**src/rtl/elevator_scheduler_if.sv**
```systemverilog
// Call/floor bundle between the button logic, the elevator core and elevator_scheduler.
// serviced_count is present only when ELEVATOR_SCHED_STATS_EN is defined.
interface elevator_scheduler_if #(
    parameter int FLOORS = 16
);
    logic              call_valid;
    logic [3:0]        call_floor;
    logic [3:0]        currentFloor;
    logic [3:0]        requestFloor;
    logic              door_open;
    logic              dir_up;
    logic              busy;
    logic [FLOORS-1:0] pending;
`ifdef ELEVATOR_SCHED_STATS_EN
    logic [15:0]       serviced_count;
`endif

    modport master (
        output call_valid, call_floor, currentFloor,
`ifdef ELEVATOR_SCHED_STATS_EN
        input  serviced_count,
`endif
        input  requestFloor, door_open, dir_up, busy, pending
    );

    modport slave (
        input  call_valid, call_floor, currentFloor,
`ifdef ELEVATOR_SCHED_STATS_EN
        output serviced_count,
`endif
        output requestFloor, door_open, dir_up, busy, pending
    );
endinterface

```
**src/rtl/elevator_scheduler.sv**
```systemverilog
// SCAN floor-call scheduler with door dwell; optional stop counter via ELEVATOR_SCHED_STATS_EN.
module elevator_scheduler #(
    parameter int FLOORS      = 16,
    parameter int DOOR_CYCLES = 4
) (
    input  logic                 clk,
    input  logic                 rst_n,
    elevator_scheduler_if.slave  bus
);

    typedef enum logic [1:0] {IDLE, MOVE_UP, MOVE_DOWN, DOOR} state_t;

    localparam int CNT_W = (DOOR_CYCLES > 1) ? $clog2(DOOR_CYCLES) : 1;
    localparam logic [CNT_W-1:0]  DWELL_LOAD = CNT_W'(DOOR_CYCLES - 1);
    localparam logic [FLOORS-1:0] ONE        = FLOORS'(1);

    state_t            state;
    logic [FLOORS-1:0] pending_q;
    logic [3:0]        request_q;
    logic              door_q;
    logic              dir_q;
    logic [CNT_W-1:0]  dwell;

    logic              call_ok;
    logic [FLOORS-1:0] call_mask;
    logic [FLOORS-1:0] here_mask;
    logic              here;
    logic              above_vld;
    logic              below_vld;
    logic [3:0]        above;
    logic [3:0]        below;
    logic              up_first;
    logic              enter_door;

    // Nearest pending floor at/above and at/below the car, from the registered mask.
    always_comb begin
        call_ok   = bus.call_valid && (int'(bus.call_floor) < FLOORS);
        call_mask = call_ok ? (ONE << bus.call_floor) : '0;
        here_mask = ONE << bus.currentFloor;
        here      = |(pending_q & here_mask);
        above_vld = 1'b0;
        above     = '0;
        below_vld = 1'b0;
        below     = '0;
        for (int i = FLOORS - 1; i >= 0; i--) begin
            if (pending_q[i] && i >= int'(bus.currentFloor)) begin
                above_vld = 1'b1;
                above     = 4'(i);
            end
        end
        for (int i = 0; i < FLOORS; i++) begin
            if (pending_q[i] && i <= int'(bus.currentFloor)) begin
                below_vld = 1'b1;
                below     = 4'(i);
            end
        end
        up_first   = above_vld &&
                     (!below_vld || ((above - bus.currentFloor) <= (bus.currentFloor - below)));
        enter_door = (state != DOOR) && here;
    end

    always_ff @(posedge clk or negedge rst_n) begin
        if (!rst_n) begin
            state     <= IDLE;
            pending_q <= '0;
            request_q <= '0;
            door_q    <= 1'b0;
            dir_q     <= 1'b1;
            dwell     <= '0;
        end else if (enter_door) begin
            // Arrival wins over a same-edge call to this floor: the bit stays clear.
            state     <= DOOR;
            door_q    <= 1'b1;
            dwell     <= DWELL_LOAD;
            request_q <= bus.currentFloor;
            pending_q <= (pending_q | call_mask) & ~here_mask;
        end else begin
            pending_q <= pending_q | call_mask;
            case (state)
                IDLE: begin
                    request_q <= bus.currentFloor;
                    if (up_first) begin
                        dir_q     <= 1'b1;
                        state     <= MOVE_UP;
                        request_q <= above;
                    end else if (below_vld) begin
                        dir_q     <= 1'b0;
                        state     <= MOVE_DOWN;
                        request_q <= below;
                    end
                end
                MOVE_UP: begin
                    if (above_vld) begin
                        request_q <= above;
                    end else if (below_vld) begin
                        dir_q     <= 1'b0;
                        state     <= MOVE_DOWN;
                        request_q <= below;
                    end else begin
                        state     <= IDLE;
                        request_q <= bus.currentFloor;
                    end
                end
                MOVE_DOWN: begin
                    if (below_vld) begin
                        request_q <= below;
                    end else if (above_vld) begin
                        dir_q     <= 1'b1;
                        state     <= MOVE_UP;
                        request_q <= above;
                    end else begin
                        state     <= IDLE;
                        request_q <= bus.currentFloor;
                    end
                end
                DOOR: begin
                    // A re-call to the open floor is swallowed and restarts the dwell.
                    request_q <= bus.currentFloor;
                    pending_q <= pending_q | (call_mask & ~here_mask);
                    if (call_ok && (call_mask == here_mask)) begin
                        dwell <= DWELL_LOAD;
                    end else if (dwell == '0) begin
                        door_q <= 1'b0;
                        if (pending_q != '0) begin
                            state <= dir_q ? MOVE_UP : MOVE_DOWN;
                        end else begin
                            state <= IDLE;
                        end
                    end else begin
                        dwell <= dwell - 1'b1;
                    end
                end
                default: state <= IDLE;
            endcase
        end
    end

`ifdef ELEVATOR_SCHED_STATS_EN
    logic [15:0] serviced_q;

    always_ff @(posedge clk or negedge rst_n) begin
        if (!rst_n) begin
            serviced_q <= '0;
        end else if (enter_door && (serviced_q != 16'hFFFF)) begin
            serviced_q <= serviced_q + 16'd1;
        end
    end

    assign bus.serviced_count = serviced_q;
`endif

    assign bus.requestFloor = request_q;
    assign bus.door_open    = door_q;
    assign bus.dir_up       = dir_q;
    assign bus.busy         = (state != IDLE) || (|pending_q);
    assign bus.pending      = pending_q;

endmodule
```
**src/flat_wrapper.sv**
```systemverilog
// flat-port wrapper written by rule: the top's interface ports become plain ports
module elevator_scheduler_flat 
#(
    parameter int FLOORS      = 16,
    parameter int DOOR_CYCLES = 4
)
  (clk, rst_n, bus_call_valid, bus_call_floor, bus_currentFloor, bus_requestFloor, bus_door_open, bus_dir_up, bus_busy, bus_pending);
  elevator_scheduler_if #(.FLOORS(FLOORS)) bus_i ();
  input  logic clk;
  input  logic rst_n;
  input wire logic [$bits(bus_i.call_valid)-1:0] bus_call_valid;
  input wire logic [$bits(bus_i.call_floor)-1:0] bus_call_floor;
  input wire logic [$bits(bus_i.currentFloor)-1:0] bus_currentFloor;
  output wire logic [$bits(bus_i.requestFloor)-1:0] bus_requestFloor;
  output wire logic [$bits(bus_i.door_open)-1:0] bus_door_open;
  output wire logic [$bits(bus_i.dir_up)-1:0] bus_dir_up;
  output wire logic [$bits(bus_i.busy)-1:0] bus_busy;
  output wire logic [$bits(bus_i.pending)-1:0] bus_pending;
  assign bus_i.call_valid = bus_call_valid;
  assign bus_i.call_floor = bus_call_floor;
  assign bus_i.currentFloor = bus_currentFloor;
  assign bus_requestFloor = bus_i.requestFloor;
  assign bus_door_open = bus_i.door_open;
  assign bus_dir_up = bus_i.dir_up;
  assign bus_busy = bus_i.busy;
  assign bus_pending = bus_i.pending;
  elevator_scheduler #(.FLOORS(FLOORS), .DOOR_CYCLES(DOOR_CYCLES)) u_core (.clk(clk), .rst_n(rst_n), .bus(bus_i));
endmodule
```
**config.mk**
```make
export PLATFORM = sky130hd
export DESIGN_NAME = elevator_scheduler_flat
export DESIGN_NICKNAME = d
export VERILOG_FILES = /design/src/rtl/elevator_scheduler_if.sv /design/src/rtl/elevator_scheduler.sv /design/src/flat_wrapper.sv
export SDC_FILE = /design/constraint.sdc
export NUM_CORES = 1
export LEC_CHECK = 0
export ABC_AREA = 1
export CELL_PAD_IN_SITES_DETAIL_PLACEMENT = 0
export CELL_PAD_IN_SITES_GLOBAL_PLACEMENT = 1
export CORE_MARGIN = 2
export CORE_UTILIZATION = 41
export CTS_BUF_LIST = sky130_fd_sc_hd__clkbuf_16
export CTS_CLUSTER_SIZE = 20
export DETAILED_ROUTE_END_ITERATION = 8
export GPL_TIMING_DRIVEN = 0
export HOLD_SLACK_MARGIN = 0.08
export PLACE_DENSITY = 0.9
export SYNTH_ARGS = -nofsm -noshare
export SYNTH_HDL_FRONTEND = slang
export SYNTH_SLANG_ARGS = --single-unit
```
**constraint.sdc**
```tcl
create_clock -name clk -period 4.4 [get_ports clk]
set_clock_uncertainty 0.15 [all_clocks]
set_input_delay 0.66 -clock clk [delete_from_list [all_inputs] [get_ports clk]]
set_output_delay 0.66 -clock clk [all_outputs]
set_load 0.01 [all_outputs]
```
Yosys cells after proc, flatten, opt, wreduce, memory -nomap -nowiden
Index checks and enable logic that the tools add are counted.
{"block": "totals", "register_bits": 26, "in_bits": 11, "out_inout_bits": 23, "elab_cells": 212}
{"block": "op_classes", "addsub": 3, "magnitude_cmp": 31, "eq_ne": 15, "n_shift": 2, "mux": 99, "n_bitwise": 7, "n_reduce_logical": 49}
{"cell": "4-bit 2-to-1 mux", "n": 30}
{"cell": "16-bit bitwise AND", "n": 3}
{"cell": "16-bit 2-to-1 mux", "n": 3}
{"cell": "1-bit 2-to-1 mux", "n": 43}
{"cell": "1-bit logical AND", "n": 33}
{"cell": "4-bit <= comparator, first input constant", "n": 8}
{"cell": "2-bit 2-to-1 mux", "n": 16}
{"cell": "16-bit OR", "n": 2}
{"cell": "16-bit OR reduction", "n": 2}
{"cell": "1-bit by 4-bit left shift with 16-bit output, first input constant", "n": 2}
{"cell": "4-bit greater-or-equal comparator, first input constant", "n": 7}
{"cell": "16-bit equality test", "n": 1}
{"cell": "3-bit by 4-bit greater-or-equal comparator with 1-bit output, first input constant", "n": 4}
{"cell": "3-bit by 4-bit <= comparator with 1-bit output, first input constant", "n": 4}
{"cell": "16-bit inverter", "n": 1}
{"cell": "4-bit case mux with 4 select lines", "n": 1}
{"cell": "16-bit nonzero test", "n": 1}
{"cell": "3-bit 2-to-1 mux", "n": 4}
{"cell": "5-bit AND reduction", "n": 2}
{"cell": "1-bit by 4-bit greater-or-equal comparator with 1-bit output, first input constant", "n": 2}
{"cell": "2-bit by 4-bit greater-or-equal comparator with 1-bit output, first input constant", "n": 2}
{"cell": "2-bit by 4-bit <= comparator with 1-bit output, first input constant", "n": 2}
{"cell": "2-bit case mux with 4 select lines", "n": 1}
{"cell": "4-bit subtractor", "n": 2}
{"cell": "other kinds (20)", "n": 30}

Longest topological paths before layout
Gate-level depths: netlist (run 1).
{"block": "logic_depth", "depth_word": 24, "ltp_mapped": 34, "ltp_nobuf": 33}

Least setup slack after synthesis (run 1)
Ideal clock, no wire load.
{"block": "synth_timing", "kind": "input -> register", "start": "input port bus_currentFloor[3]", "end": "register u_core.request_q[0] (netlist: u_core.bus.requestFloor[0])", "setup_time_ps": 120, "arrival_ps": 3623, "t_required_ps": 4130, "slack_ps": 507, "cell_stages": 33, "n_path_buf": 1, "path_cell_list": "buf_6 nor2_4 nand2_1 nand3_1 nand2_1 nand2_1 nand2_1 nand2_1 nand2_1 nand2_1 nand2_1 nand2_1 nand2_1 nand2_1 nand2_1 nand2_1 nand2_1 ha_1 fa_1 xor2_1 ha_1 nand2_1 inv_1 o21ai_0 a32oi_1 nand2_2 nand2_4 nor2_4 inv_2 o21ai_1 o21bai_1 inv_1 a21oi_1"}
{"block": "synth_between", "elab_chain_len": 24, "elab_cells_between_ends": 137, "cone_classes": "2 x add/sub; 31 x order compare; 1 x shift; 67 x mux; 1 x bitwise; 35 x reduce/logical"}
{"item": "from (decl)", "line_no": "flat_wrapper.sv:13", "text": "input wire logic [$bits(bus_i.currentFloor)-1:0] bus_currentFloor;"}
{"item": "4-bit greater-or-equal comparator / 1-bit by 4-bit <= comparator with 1-bit output (equally long branches)", "line_no": "elevator_scheduler.sv:46, elevator_scheduler.sv:52"}
{"item": "1-bit logical AND (on tied branches)", "line_no": "elevator_scheduler.sv:46, elevator_scheduler.sv:52"}
{"item": "4-bit 2-to-1 mux / 1-bit 2-to-1 mux (equally long branches)", "line_no": "elevator_scheduler.sv:46, elevator_scheduler.sv:52"}
{"item": "4-bit 2-to-1 mux / 2-bit 2-to-1 mux (equally long branches) (2 in a row)", "line_no": "elevator_scheduler.sv:46, elevator_scheduler.sv:52"}
{"item": "4-bit 2-to-1 mux / 3-bit 2-to-1 mux (equally long branches) (4 in a row)", "line_no": "elevator_scheduler.sv:46, elevator_scheduler.sv:52"}
{"item": "4-bit 2-to-1 mux (on tied branches) (8 in a row)", "line_no": "elevator_scheduler.sv:46, elevator_scheduler.sv:52"}
{"item": "4-bit subtractor", "line_no": "elevator_scheduler.sv:58", "text": "(!below_vld || ((above - bus.currentFloor) <= (bus.currentFloor - below)));"}
{"item": "4-bit <= comparator", "line_no": "elevator_scheduler.sv:58"}
{"item": "1-bit logical OR", "line_no": "elevator_scheduler.sv:58"}
{"item": "1-bit logical AND", "line_no": "elevator_scheduler.sv:57", "text": "up_first = above_vld &&"}
{"item": "4-bit 2-to-1 mux", "line_no": "elevator_scheduler.sv:82", "text": "if (up_first) begin"}
{"item": "4-bit case mux with 4 select lines", "line_no": "elevator_scheduler.sv:79", "text": "case (state)"}
{"item": "4-bit 2-to-1 mux (*)", "line_no": "elevator_scheduler.sv:70", "text": "end else if (enter_door) begin"}
{"item": "to (signal assigned)", "line_no": "elevator_scheduler.sv:75", "text": "request_q <= bus.currentFloor;"}
{"item": "to (signal assigned)", "line_no": "elevator_scheduler.sv:81", "text": "request_q <= bus.currentFloor;"}
{"item": "to (signal assigned)", "line_no": "elevator_scheduler.sv:85", "text": "request_q <= above;"}
{"item": "to (decl)", "line_no": "elevator_scheduler.sv:19", "text": "logic [3:0] request_q;"}
Mark *: on every way between the ends. The rest lies on a longest branch, timed or not.
A chain may end at the register's enable or synchronous reset.

Worst setup path after layout (run 1)
{"block": "layout_timing", "start": "input port bus_currentFloor[0]", "end": "register u_core.request_q[1] (netlist: u_core.bus.requestFloor[1])"}
The elaborated chain is that of the path after synthesis.

==> impl_metrics.ini, run 1 <==
[global_routing]
first_global_vias = 3384
grt_start_max_net_pins = 27
overflow = 0
grt_usage_pct = 23.7
grt_pass1_wl_mm = 16.3
antenna_found_initial = 0

[setup_path]
cp_max_fo = 7
critical_path.startpoint = bus_currentFloor[0]
worstSetupPathType = input port to flip-flop
crit_end = u_core.bus.requestFloor[1]
slowest_delay_ns = 0.30
arrival_ns = 4.10
rr_worst_depth = 28
critPathSlowestCell = or2_2
required_ns = 4.40
worstSetupEndpointType = flip-flop
worstReg2RegEnd = u_core.bus.requestFloor[1]
cpMostUsedCell = nor2_4
start_kind = input port
rr_startpoint = u_core.bus.pending[14]
r2r_slack_ns = 0.57

[clocking]
htreeDepth = 1
clk_pin_slew_ns = 0.07
cts.path.max_buffers = 2
cts_tree = yes
hold_buffers = 0
cts_buffers = 3
insertion_delay_ns = 0.27
clock-sinks = 26
cts_root_buf = clkbuf_16

[sta]
setup_viol = 0
timing.final.ws_setup_ns = 0.299
period_needed_ns = 4.10
max_freq_ghz = 0.244
finalMaxSlewViolations = 0
hold_viol_final = 0
tns_ns = 0
final.period_utilization_pct = 93.2
relSlewSlack_pct = 56.8
worst_pin_slew_ns = 0.649

[logic_synthesis]
synth_cell_types = 51
syn_area_um2 = 3260
syn-num-nets = 559
synth_seq_cells = 26
yosysWarningCount = 0
synth_cells = 516
syn_area_per_cell_um2 = 6.31
synth-seq-area-share_pct = 20.0

[flow_run]
drv_cap = 0

[die]
start_util_pct = 42.2
die_x_um = 93.1
die_height_um = 93.1
core_area_um2 = 7730
row_count = 32
top_level_ports = 34
die_area_um2 = 8680

[route]
vias_per_cell = 5.42
vias = 3601
drtIter0Drc = 296
drt-wirelength-per-cell_um = 15.1
drcViolationCount = 0
drtAntennaViolNets = 0
first_pass_iters = 5
routed_wl_mm = 10.0

[layout]
final-seq-area_um2 = 652
drive_gt1_share_pct = 15.5
fillers = 773
syn_to_final_growth_pct = 21.5
num_antenna_cells = 0
multi_input_area_um2 = 2310
fin_nets = 607

[placement]
portBuffers = 32
dp_slack_ns = -0.729
hpwl_mm = 8.05
gp_congestion = 0.911

[power_and_ir_drop]
power_leakage_nw = 1.87
ir_drop_mv = 0.317
p_per_area_nw_per_um2 = 743

[status]
status = complete, no violations

[min_path]
hold_path_class = input port to asynchronous set/reset pin
==> per-layer routing <==
metal / wire (um) / part of all wire (%) / GRT usage [%]
met3: 564 / 5.6 / 2.34
met4: 204 / 2.0 / 6.99
met2: 4560 / 45 / 38.8
met1: 4710 / 47 / 33.1
met5: 0 / 0 / 0
==> cells in the mapped netlist, drive strengths merged <==
library cell	instances	share of area, %
and2	1	0.19
xnor2	1	0.27
nand3b	1	0.23
buf	6	1.3
ha	31	12
nor3	12	2.0
a31o	1	0.27
nor4	2	0.84
a21oi	22	3.6
dfstp	1	0.81
a32oi	2	0.54
o21ai	63	9.7
a311oi	1	0.27
clkbuf	3	0.35
nand2	122	15
a31oi	2	0.38
o211ai	3	0.69
o21bai	2	0.46
a2111oi	1	0.27
a21boi	1	0.23
o22ai	7	1.3
xor2	4	1.1
inv	79	9.2
fa	1	0.61
clkinv	2	0.23
dfrtp	25	19
nand3	27	4.7
nand4	6	1.2
o2111ai	2	0.54
or2	2	0.38
nor2	80	11
o21a	1	0.23
o31ai	1	0.23
o221ai	1	0.27
==> worst min path at each step <==
stage,from,slack [ns],end,cells past startpoint
floorplan,rst_n,0.21,u_core.bus.door_open,0
global placement,u_core.dwell[1],0.36,u_core.dwell[1],2
detailed placement,u_core.dwell[1],0.37,u_core.dwell[1],2
CTS,u_core.dwell[1],0.39,u_core.dwell[1],2
global route,rst_n,0.31,u_core.bus.pending[6],1
finish,rst_n,0.26,u_core.bus.pending[6],1
==> worst max-delay path: cells and delay by family <==
family | cells | cell delay [ns]
compound gates | 9 | 1.25
fa+ha+maj | 2 | 0.46
xor+xnor | 1 | 0.15
buf+inv | 4 | 0.51
simple gates | 10 | 1.08
==> layout make-up <==
| class | instances | area share, % |
|---|---|---|
| timing repair buffer | 43 | 9.73 |
| sequential | 26 | 16.5 |
| multi-input combinational | 400 | 58.5 |
| tap | 102 | 3.22 |
| clock buffer | 3 | 1.90 |
| buffer | 9 | 1.58 |
| clock inverter | 1 | 0.759 |
| inverter | 81 | 7.87 |
==> cell usage in the layout, fill, tap and decap left out, types with 2 or more instances in the layout <==
master	n
a21oi_1	20
a31oi_1	2
a32oi_1	2
buf_2	4
buf_4	11
buf_6	2
clkbuf_1	3
clkbuf_16	3
clkdlybuf4s50_1	28
clkinv_1	2
dfrtp_1	25
ha_1	30
inv_1	60
inv_2	16
inv_4	3
nand2_1	109
nand2_2	10
nand2_4	2
nand3_1	24
nand3_2	2
nand4_1	6
nor2_1	67
nor2_2	5
nor2_4	7
nor3_1	11
o2111ai_1	2
o211ai_1	3
o21ai_0	47
o21ai_1	12
o21ai_2	4
o21bai_1	2
o22ai_1	7
xor2_1	4
==> flip-flops by register name, summed over array words and instances, names as in the netlist <==
register / count
u_core.bus.dir_up: 1
u_core.bus.door_open: 1
u_core.bus.pending: 16
u_core.dwell: 2
u_core.state: 2
u_core.bus.requestFloor: 4
==> logic make-up (layout without fill, tap and decap cells) <==
| kind of cell | count (synthesis) | in the layout | share of synthesized area, % |
|---|---|---|---|
| simple gates | 253 | 253 | 36.0 |
| fa+ha+maj | 32 | 32 | 12.5 |
| compound gates | 110 | 110 | 19.0 |
| flops | 26 | 26 | 20.0 |
| buf+inv | 90 | 137 | 11.1 |
| xor+xnor | 5 | 5 | 1.34 |
==> where the power goes <==
group	internal, W	switching [W]	total (W)
Clock	0.000182	0.0000958	0.000277
Combinational	0.000886	0.00129	0.00218
Sequential	0.000357	0.000130	0.000487
==> timing repair <==
item                                    4_1_cts  5_1_grt
buffers inserted                              1       10
endpoints found under the setup margin        7        7
pin swaps                                     1        9
resized for setup                             9       31
endpoints found under the hold margin         0        0
==> metrics by stage <==
| step | area, um2 | instances | hold WS (ns) | util (%) | power, W |
|---|---|---|---|---|---|
| floorplan | 3260 | 516 | 0.214 | - | 0.00188 |
| global placement | 3710 | 650 | 0.357 | 48.0 | 0.00245 |
| detailed placement | 3710 | 650 | 0.372 | 48.0 | 0.00249 |
| CTS | 3830 | 655 | 0.389 | 49.6 | 0.00279 |
| global route | 3960 | 665 | 0.312 | 51.2 | 0.00324 |
| finish | 3960 | 665 | 0.256 | 51.2 | 0.00294 |
No activity file was read; power rests on OpenSTA's default activity.
==> inputs of run 2 (changes only) <==
--- a/config.mk
+++ b/config.mk
@@ -13,7 +13,6 @@
 export CTS_BUF_LIST = sky130_fd_sc_hd__clkbuf_16
 export CTS_CLUSTER_SIZE = 20
 export DETAILED_ROUTE_END_ITERATION = 8
-export GPL_TIMING_DRIVEN = 0
 export HOLD_SLACK_MARGIN = 0.08
 export PLACE_DENSITY = 0.9
 export SYNTH_ARGS = -nofsm -noshare
==> impl_metrics.ini, run 2 (synthesized netlist as in run 1, its figures left out) <==
[global_routing]
grt_start_max_net_pins = 25
grt_usage_pct = 25.7
first_global_vias = 3732
antenna_found_initial = 0
overflow = 0
grt_pass1_wl_mm = 17.8

[status]
status = complete, no violations

[layout]
syn_to_final_growth_pct = 36.2
largest_reg_flops = 16
fillers = 734
num_antenna_cells = 0
final_common_cell = nand2_1
layout_common_cells = nand2_1 (105), buf_4 (72), nor2_1 (64)
finalInstanceArea_um2 = 4440
final_util_pct = 57.4
drive_gt1_share_pct = 24.4
fin_nets = 663

[placement]
placed_area_um2 = 4190
hpwl_mm = 8.73
gp_congestion = 1.02
portBuffers = 33
dp_slack_ns = -0.343

[clocking]
cts.path.max_buffers = 2
cts_tree = yes
cts_root_buf = clkbuf_16
insertion_delay_ns = 0.27
cts_buffers = 3
clock-sinks = 26
clk_pin_slew_ns = 0.08
htreeDepth = 1
hold_buffers = 0

[flow_run]
drv_cap = 0

[sta]
setup_viol = 0
max_freq_ghz = 0.245
hold_viol_final = 0
finalMaxSlewViolations = 0
tns_ns = 0
relSlewSlack_pct = 33.4
period_needed_ns = 4.07
timing.final.ws_setup_ns = 0.326
worst_pin_slew_ns = 0.996
rsz0062_at_grt = no
final.period_utilization_pct = 92.6

[setup_path]
required_ns = 4.41
cp_max_fo = 8
critPathSlowestCell = or2_2
arrival_ns = 4.08
rr_startpoint = u_core.bus.pending[14]
slowest_delay_ns = 0.30
r2r_slack_ns = 0.69
worstReg2RegEnd = u_core.bus.requestFloor[0]
start_kind = input port
rr_worst_depth = 30
worstSetupPathType = input port to flip-flop
worstSetupEndpointType = flip-flop

[min_path]
hold_path_class = flip-flop to flip-flop
min_from = u_core.dwell[1]
worstHoldEndpoint = u_core.dwell[1]
worstHoldPathCells = 2

[route]
drt-wirelength-per-cell_um = 15.1
first_pass_iters = 4
vias_per_cell = 5.33
vias = 3846
drtIter0Drc = 310
drtAntennaViolNets = 0
routed_wl_mm = 10.9
drcViolationCount = 0

[power_and_ir_drop]
ir_drop_mv = 0.347
power_leakage_nw = 2.18
p_per_area_nw_per_um2 = 720
p_total_w = 0.00320

[die]
die_height_um = 93.1
top_level_ports = 34
die_area_um2 = 8680
row_count = 32
start_util_pct = 42.2
core_area_um2 = 7730
die_x_um = 93.1
[run 2: cell types whose count changed in the layout (fill, tap and decap cells not counted), sizes merged]
cell,before,now
buf,19,75
clkbuf,8,4
clkdlybuf4s50,28,29
dlymetal6s2s,0,3
[run 2: worst max-delay path by stage]
stage | startpoint | slack (ns) | cells past startpoint | to
floorplan | bus_currentFloor[3] | 0.51 | 33 | u_core.bus.requestFloor[0]
global route | bus_currentFloor[1] | 0.08 | 34 | u_core.bus.requestFloor[0]
detailed placement | bus_currentFloor[0] | -0.34 | 30 | u_core.bus.requestFloor[0]
CTS | bus_currentFloor[2] | 0.01 | 31 | u_core.bus.requestFloor[0]
global placement | bus_currentFloor[0] | -0.25 | 30 | u_core.bus.requestFloor[0]
finish | bus_currentFloor[2] | 0.33 | 29 | u_core.bus.requestFloor[0]
[run 2: routing by layer]
| metal | wire [um] | global-route usage [%] | share of wire, % | up-vias |
|---|---|---|---|---|
| met5 | 0 | 0 | 0 | - |
| met2 | 4980 | 42.2 | 46 | 137 |
| li1 | - | - | - | 1902 |
| met1 | 5050 | 36.2 | 46 | 1788 |
| met3 | 669 | 2.26 | 6.1 | 19 |
| met4 | 197 | 6.99 | 1.8 | 0 |
[run 2: metrics by stage]
step / cells / hold WS (ns)
finish: 721 / 0.373
global placement: 713 / 0.354
global route: 721 / 0.404
detailed placement: 713 / 0.367
CTS: 717 / 0.378
floorplan: 516 / 0.214
[run 2: report_power, final]
group          internal (W)  switching (W)  leakage [nW]
registers          0.000357       0.000142         0.315
clock network      0.000181      0.0000936        0.0511
logic               0.00110        0.00133          1.81
total               0.00163        0.00156          2.18
[run 2: what timing repair did]
item	in CTS	in global routing
setup buffers	0	4
pin swaps	0	13
gates cloned	0	0
resized for setup	2	34
setup endpoints to repair	5	7
[run 2: layout make-up]
type	instances	area, um2	area share, %
Inverter	81	307	6.91
Multi-Input combinational cell	400	2340	52.7
Clock buffer	3	75.1	1.69
Clock inverter	1	30.0	0.677
Tap cell	102	128	2.88
Sequential cell	26	652	14.7
Timing Repair Buffer	108	907	20.4
[run 2: worst max-delay path: cells and delay by family]
kind            cells  cell delay [ns]
compound gates      6             0.62
fa+ha+maj           2             0.45
buf+inv             9             0.95
simple gates       11             1.26
xor+xnor            1             0.15
